--- src/rtl/seq_det_scheduler_pkg.sv ---
// Shared definitions for the round-robin "1001" detection scheduler.
// Contents:
//   sched_state_e - scheduler FSM encoding (IDLE, LOAD, SHIFT, DRAIN, REPORT)
//   eng_state_e   - 1001 detector progress (nothing, "1", "10", "100")
//   rr_pick       - rotate-priority search used by the arbiter
package seq_sched_pkg;

    localparam int unsigned RR_MAX = 32;

    typedef enum logic [2:0] {
        ST_IDLE   = 3'd0,
        ST_LOAD   = 3'd1,
        ST_SHIFT  = 3'd2,
        ST_DRAIN  = 3'd3,
        ST_REPORT = 3'd4
    } sched_state_e;

    typedef enum logic [1:0] {
        ENG_S0 = 2'd0,
        ENG_S1 = 2'd1,
        ENG_S2 = 2'd2,
        ENG_S3 = 2'd3
    } eng_state_e;

    // First set bit of req[n-1:0] searching upward from last+1 with wrap.
    // Returns last when no bit is set; callers only use it when req != 0.
    function automatic int unsigned rr_pick(input logic [RR_MAX-1:0] req,
                                            input int unsigned n,
                                            input int unsigned last);
        int unsigned pick;
        int unsigned idx;
        logic        found;
        pick  = last;
        found = 1'b0;
        for (int unsigned k = 1; k <= RR_MAX; k++) begin
            idx = last + k;
            if (idx >= n) begin
                idx = idx - n;
            end else begin
                idx = idx;
            end
            if ((k <= n) && !found && req[idx[4:0]]) begin
                pick  = idx;
                found = 1'b1;
            end else begin
                found = found;
            end
        end
        return pick;
    endfunction

endpackage

--- src/rtl/seq_det_scheduler_if.sv ---
// Client-facing bus of the scheduler.
//   req        - per-requester request level
//   frame_data - frame for requester i at [i*FRAME_W +: FRAME_W]
//   grant      - one-hot, held for the whole service
//   busy       - scheduler not idle
//   done       - one-cycle result strobe
//   done_id    - serviced requester, valid with done
//   match_cnt  - non-overlapping "1001" count, held until next done
// master: the requester side. slave: the scheduler.
interface seq_det_scheduler_if #(
    parameter int N_REQ   = 4,
    parameter int FRAME_W = 8
);
    localparam int CNT_W = $clog2(FRAME_W + 1);
    localparam int ID_W  = $clog2(N_REQ);

    logic [N_REQ-1:0]         req;
    logic [N_REQ*FRAME_W-1:0] frame_data;
    logic [N_REQ-1:0]         grant;
    logic                     busy;
    logic                     done;
    logic [ID_W-1:0]          done_id;
    logic [CNT_W-1:0]         match_cnt;

    modport master (
        output req, frame_data,
        input  grant, busy, done, done_id, match_cnt
    );

    modport slave (
        input  req, frame_data,
        output grant, busy, done, done_id, match_cnt
    );
endinterface

--- src/rtl/seq_det_scheduler_engine.sv ---
// Serial Mealy "1001" detector with registered output.
//   clk - clock
//   rst - synchronous active-high clear (system reset or scheduler clear)
//   in  - serial input bit
//   out - high one cycle after the bit that completes "1001"
// After a match it restarts from S0, so the trailing 1 is not reused.
module seq1001_engine
    import seq_sched_pkg::*;
(
    input  logic clk,
    input  logic rst,
    input  logic in,
    output logic out
);

    eng_state_e state_q, state_d;
    logic       out_q, match_s;

    // Next-state and match decode.
    always_comb begin
        state_d = state_q;
        match_s = 1'b0;
        case (state_q)
            ENG_S0: begin
                if (in) state_d = ENG_S1;
                else    state_d = ENG_S0;
            end
            ENG_S1: begin
                if (in) state_d = ENG_S1;
                else    state_d = ENG_S2;
            end
            ENG_S2: begin
                if (in) state_d = ENG_S1;
                else    state_d = ENG_S3;
            end
            ENG_S3: begin
                // Either outcome returns to S0: match consumes the 1, "1000" breaks the run.
                state_d = ENG_S0;
                if (in) match_s = 1'b1;
                else    match_s = 1'b0;
            end
            default: begin
                state_d = ENG_S0;
                match_s = 1'b0;
            end
        endcase
    end

    // State and registered output.
    always_ff @(posedge clk) begin
        if (rst) begin
            state_q <= ENG_S0;
            out_q   <= 1'b0;
        end else begin
            state_q <= state_d;
            out_q   <= match_s;
        end
    end

    assign out = out_q;

endmodule

--- src/rtl/seq_det_scheduler.sv ---
// Round-robin scheduler sharing one "1001" detector among N_REQ requesters.
//   clk - clock, rst - synchronous active-high reset
//   bus - seq_det_scheduler_if.slave (req/frame_data in; grant, busy,
//         done, done_id, match_cnt out, all registered)
// Service sequence: IDLE -> LOAD (clear engine) -> SHIFT (FRAME_W bits,
// MSB first) -> DRAIN (catch last-bit match) -> REPORT (done pulse).
module seq_det_scheduler
    import seq_sched_pkg::*;
#(
    parameter int N_REQ   = 4,
    parameter int FRAME_W = 8
)(
    input  logic                clk,
    input  logic                rst,
    seq_det_scheduler_if.slave  bus
);

    localparam int CNT_W = $clog2(FRAME_W + 1);
    localparam int ID_W  = $clog2(N_REQ);
    localparam int BIT_W = $clog2(FRAME_W);
    localparam logic [BIT_W-1:0] LAST_BIT = BIT_W'(FRAME_W - 1);

    sched_state_e       state_q, state_d;
    logic [N_REQ-1:0]   grant_q, grant_d;
    logic [ID_W-1:0]    gid_q, gid_d;
    logic [ID_W-1:0]    last_q, last_d;
    logic [FRAME_W-1:0] sreg_q, sreg_d;
    logic [BIT_W-1:0]   bit_q, bit_d;
    logic [CNT_W-1:0]   mcnt_q, mcnt_d;
    logic               busy_q, busy_d;
    logic               done_q, done_d;
    logic [ID_W-1:0]    done_id_q, done_id_d;
    logic [CNT_W-1:0]   match_cnt_q, match_cnt_d;
    logic [ID_W-1:0]    pick_s;
    logic               det_clr_s, eng_in_s, eng_out_s, eng_rst_s;
    logic [CNT_W-1:0]   eng_inc_s;

    assign pick_s    = ID_W'(rr_pick({{(RR_MAX-N_REQ){1'b0}}, bus.req},
                                     N_REQ, 32'(last_q)));
    assign eng_rst_s = rst | det_clr_s;
    assign eng_inc_s = {{(CNT_W-1){1'b0}}, eng_out_s};

    seq1001_engine u_engine (
        .clk (clk),
        .rst (eng_rst_s),
        .in  (eng_in_s),
        .out (eng_out_s)
    );

    // FSM next-state, datapath next values and engine controls.
    always_comb begin
        state_d     = state_q;
        grant_d     = grant_q;
        gid_d       = gid_q;
        last_d      = last_q;
        sreg_d      = sreg_q;
        bit_d       = bit_q;
        mcnt_d      = mcnt_q;
        done_d      = 1'b0;
        done_id_d   = done_id_q;
        match_cnt_d = match_cnt_q;
        det_clr_s   = 1'b0;
        eng_in_s    = 1'b0;
        case (state_q)
            ST_IDLE: begin
                if (bus.req != '0) begin
                    gid_d   = pick_s;
                    grant_d = N_REQ'(1) << pick_s;
                    sreg_d  = bus.frame_data[pick_s*FRAME_W +: FRAME_W];
                    state_d = ST_LOAD;
                end else begin
                    state_d = ST_IDLE;
                end
            end
            ST_LOAD: begin
                det_clr_s = 1'b1;
                bit_d     = '0;
                mcnt_d    = '0;
                state_d   = ST_SHIFT;
            end
            ST_SHIFT: begin
                eng_in_s = sreg_q[FRAME_W-1];
                sreg_d   = {sreg_q[FRAME_W-2:0], 1'b0};
                mcnt_d   = mcnt_q + eng_inc_s;
                if (bit_q == LAST_BIT) begin
                    bit_d   = '0;
                    state_d = ST_DRAIN;
                end else begin
                    bit_d   = bit_q + BIT_W'(1);
                    state_d = ST_SHIFT;
                end
            end
            ST_DRAIN: begin
                // Result registers load here so they are valid alongside done in REPORT.
                mcnt_d      = mcnt_q + eng_inc_s;
                match_cnt_d = mcnt_q + eng_inc_s;
                done_id_d   = gid_q;
                done_d      = 1'b1;
                state_d     = ST_REPORT;
            end
            ST_REPORT: begin
                last_d  = gid_q;
                grant_d = '0;
                state_d = ST_IDLE;
            end
            default: begin
                grant_d = '0;
                state_d = ST_IDLE;
            end
        endcase
        busy_d = (state_d != ST_IDLE);
    end

    // State, datapath and output registers.
    always_ff @(posedge clk) begin
        if (rst) begin
            state_q     <= ST_IDLE;
            grant_q     <= '0;
            gid_q       <= '0;
            last_q      <= ID_W'(N_REQ - 1);
            sreg_q      <= '0;
            bit_q       <= '0;
            mcnt_q      <= '0;
            busy_q      <= 1'b0;
            done_q      <= 1'b0;
            done_id_q   <= '0;
            match_cnt_q <= '0;
        end else begin
            state_q     <= state_d;
            grant_q     <= grant_d;
            gid_q       <= gid_d;
            last_q      <= last_d;
            sreg_q      <= sreg_d;
            bit_q       <= bit_d;
            mcnt_q      <= mcnt_d;
            busy_q      <= busy_d;
            done_q      <= done_d;
            done_id_q   <= done_id_d;
            match_cnt_q <= match_cnt_d;
        end
    end

    assign bus.grant     = grant_q;
    assign bus.busy      = busy_q;
    assign bus.done      = done_q;
    assign bus.done_id   = done_id_q;
    assign bus.match_cnt = match_cnt_q;

endmodule

--- src/flat_wrapper.sv ---
// flat-port wrapper written by rule: the top's interface ports become plain ports
module seq_det_scheduler_flat import seq_sched_pkg::*;
#(
    parameter int N_REQ   = 4,
    parameter int FRAME_W = 8
)
  (clk, rst, bus_req, bus_frame_data, bus_grant, bus_busy, bus_done, bus_done_id, bus_match_cnt);
  seq_det_scheduler_if #(.N_REQ(N_REQ), .FRAME_W(FRAME_W)) bus_i ();
  input  logic clk;
  input  logic rst;
  input wire logic [$bits(bus_i.req)-1:0] bus_req;
  input wire logic [$bits(bus_i.frame_data)-1:0] bus_frame_data;
  output wire logic [$bits(bus_i.grant)-1:0] bus_grant;
  output wire logic [$bits(bus_i.busy)-1:0] bus_busy;
  output wire logic [$bits(bus_i.done)-1:0] bus_done;
  output wire logic [$bits(bus_i.done_id)-1:0] bus_done_id;
  output wire logic [$bits(bus_i.match_cnt)-1:0] bus_match_cnt;
  assign bus_i.req = bus_req;
  assign bus_i.frame_data = bus_frame_data;
  assign bus_grant = bus_i.grant;
  assign bus_busy = bus_i.busy;
  assign bus_done = bus_i.done;
  assign bus_done_id = bus_i.done_id;
  assign bus_match_cnt = bus_i.match_cnt;
  seq_det_scheduler #(.N_REQ(N_REQ), .FRAME_W(FRAME_W)) u_core (.clk(clk), .rst(rst), .bus(bus_i));
endmodule
--- config.mk ---
export PLATFORM = sky130hd
export DESIGN_NAME = seq_det_scheduler_flat
export DESIGN_NICKNAME = d
export VERILOG_FILES = /design/src/rtl/seq_det_scheduler_pkg.sv /design/src/rtl/seq_det_scheduler_if.sv /design/src/rtl/seq_det_scheduler_engine.sv /design/src/rtl/seq_det_scheduler.sv /design/src/flat_wrapper.sv
export SDC_FILE = /design/constraint.sdc
export NUM_CORES = 1
export LEC_CHECK = 0
export CORE_AREA = 2 2 66 68
export CTS_BUF_LIST = sky130_fd_sc_hd__clkbuf_8
export DETAILED_ROUTE_END_ITERATION = 8
export DIE_AREA = 0 0 68 70
export GPL_TIMING_DRIVEN = 1
export PLACE_DENSITY = 0.78
export SLEW_MARGIN = 10
export SYNTH_ARGS = -nofsm -noshare
export SYNTH_HDL_FRONTEND = slang
export SYNTH_HIERARCHICAL = 1
export SYNTH_SLANG_ARGS = --single-unit
--- constraint.sdc ---
create_clock -name clk -period 2.9 [get_ports clk]
set_input_delay 0.725 -clock clk [delete_from_list [all_inputs] [get_ports clk]]
set_output_delay 0.725 -clock clk [all_outputs]
set_load 0.005 [all_outputs]
==> out/summary.txt <==
max-cap viol count - 0
Max Clock Freq - 355 MHz
CTS Root Cell - clkbuf_8
drt total wl - 4.64 mm
grt total ovfl - 0
port bufs - 49
Leak - 1.09 nW
total power - 0.00130 W
pre-CTS setup slack - -0.274 ns
Async S/R FF share, synth - 0
P&R area growth vs syn - 38.7%
Routed wire per std cell - 14.0 µm
routed vias/inst - 5.42
H-tree Lvls - 2
Hold Path Class - reg2reg
post-synthesis sequential area ratio - 0.377
die area - 4760 µm²
Net count, final - 326
Worst setup EP type - flip-flop
Synth Register Bits - 37
# DRC - 0
Synth area leader - dfxtp_1
Num CTS Buffers - 5
syn_nets - 263
worst vdd ir - 0.000335 V
CP Launch Type - primary input
GR met3 Demand/Resource - 0.0483
largest net degree at the start of global routing - 18
DRT iter0 DRCs - 71
Final Max Slew Viols - 0
Worst-Skew Late Latency - 0.29 ns
busiest grt layer - met2
gpl congestion - 0.806
Die X - 68 µm
core area - 4140 µm²
fill count - 350
met2 Usage GRT - 0.345
distinct cell type count after synthesis - 41
worst setup margin - 0.0847 ns
Synth top area share - 0.377
status - complete, no violations
Ys Warns - 6
vias in the first global route - 1719
final hold slack - 0.450 ns
initial antenna violation count - 0
Final Hold Fails - 0
Slew @ Worst Pin - 0.436 ns
I/O pin count - 50
Multi-input gate area - 1170 µm²
grt met1 use - 0.270
setup violators final - 0
RSZ-0062 raised after global routing - no
Tmin final - 2.82 ns
Fin Setup TNS - 0 ns
Clk pin slew, worst setup/hold paths - 0.08 ns
Post-DRT Antenna Nets - 0
first drt pass iteration count - 4
CTS tree - done
Synth Instances - 216
antenna cells - 0
Max clock buf depth - 2
Worst Path Max Fanout - 16
clk sink count - 37
row count - 24
Reg area - 741 µm²
fraction of layout cells with a size suffix above 1 - 0.157
Initial Util - 0.474
synthesized area per cell - 9.09 µm²
power per cell area - 476 nW/µm²
Post-synth top cells - dfxtp_1 (37), nor2_1 (24), nand2_1 (19)
CTS Hold Bufs - 0
ys flop type - dfxtp_1
Post-DP HPWL - 3.52 mm
most frequent cell after synthesis - dfxtp_1
first-pass GRT wire length - 7.85 mm
overall die height - 70 µm
Mapped Area - 1960 µm²
EDFF count, synth - 0
fin crit share - 0.971
top cells by area, synth - dfxtp_1 (38%), ha_1 (5.7%), a22oi_1 (5.0%)
vias post-DR - 1801
GRT Overall Usage - 0.214
worst path required time - 3.08 ns
WP data arrival - 2.99 ns
WS Path Type - in2reg
clk_skew - 0.00665 ns
fin util - 0.657
Worst slew margin - 0.705
worst paths after layout:
| path | start | endpoint | slack, ns | depth (start not counted) |
|---|---|---|---|---|
| worst max-delay path | bus_req[3] | u_core/sreg_q[7] | 0.08 | 8 |
| worst min-delay path | u_core/bus.grant[2] | u_core/bus.grant[2] | 0.45 | 2 |
| worst max register to register | u_core/last_q[1] | u_core/sreg_q[7] | 0.23 | 9 |
| worst min register to register | u_core/bus.grant[2] | u_core/bus.grant[2] | 0.45 | 2 |
stage by stage:
step           std cells  cell area, µm²
6_report             332            2720
3_3_place_gp         324            2630
5_1_grt              332            2720
4_1_cts              332            2720
2_1_floorplan        216            1960
3_5_place_dp         324            2630
state kept, by name (all words and copies together) (netlist names), 3 cells and up:
| register | count |
|---|---|
| u_core/sreg_q | 8 |
| u_core/state_q | 3 |
| u_core/bus.grant | 4 |
| u_core/bus.match_cnt | 4 |
| u_core/mcnt_q | 4 |
| u_core/bit_q | 3 |
power breakdown:
group | leakage [nW] | switching [W] | internal, W | total (W)
Clock | 0.0439 | 0.000186 | 0.000166 | 0.000352
Sequential | 0.302 | 0.0000348 | 0.000551 | 0.000586
Combinational | 0.745 | 0.000157 | 0.000202 | 0.000360
logic make-up after synthesis:
logic type      after synthesis  synth area share
buf+inv                      15            0.0331
simple gates                 73             0.182
flops                        37             0.377
compound gates               57             0.216
xor+xnor                      4            0.0178
fa+ha+maj                     9            0.0573
mux                          21             0.117
layout make-up:
class | count | share of cell area
inverters | 2 | 0.00276
clock inverters | 3 | 0.00643
well taps | 52 | 0.0239
multi-input cells | 164 | 0.430
flip-flops and latches | 37 | 0.272
repair buffers | 69 | 0.240
clock buffers | 5 | 0.0253
layer usage:
layer	wire length [µm]	up-vias
li1	-	907
met5	0	-
met4	132	0
met3	204	10
met1	2020	844
met2	2280	40
cell usage in the layout (no fill, tap or decap), types with 2 or more instances in the layout:
cell type,instances
and2_1,2
inv_1,2
clkinv_2,2
ha_1,9
buf_4,19
or3_1,3
or2_2,2
nor2b_1,4
clkdlybuf4s50_1,49
a211oi_1,2
nor2_1,24
a21o_1,2
nor3_1,5
nand2_1,19
clkbuf_8,5
o22ai_1,3
a22o_1,3
a22oi_1,13
mux2i_1,5
mux2_2,8
a21oi_1,16
dfxtp_1,37
a221o_1,7
mux2_1,8
a311o_1,2
xnor2_1,2
nand3b_1,3
nand2b_1,6
what timing repair did:
action,CTS,global route
gates resized for setup,0,1
setup endpoints to repair,0,8
setup buffers,0,0
worst max-delay path, stage by stage:
cell and delay [ns]:
clkdlybuf4s50_1 0.52, mux2i_1 0.10, or3_1 0.33, a311oi_2 0.29, xnor2_2 0.17, buf_12 0.18
mux2_2 0.34, a221o_1 0.33
Power figures use the tool's default switching activity.
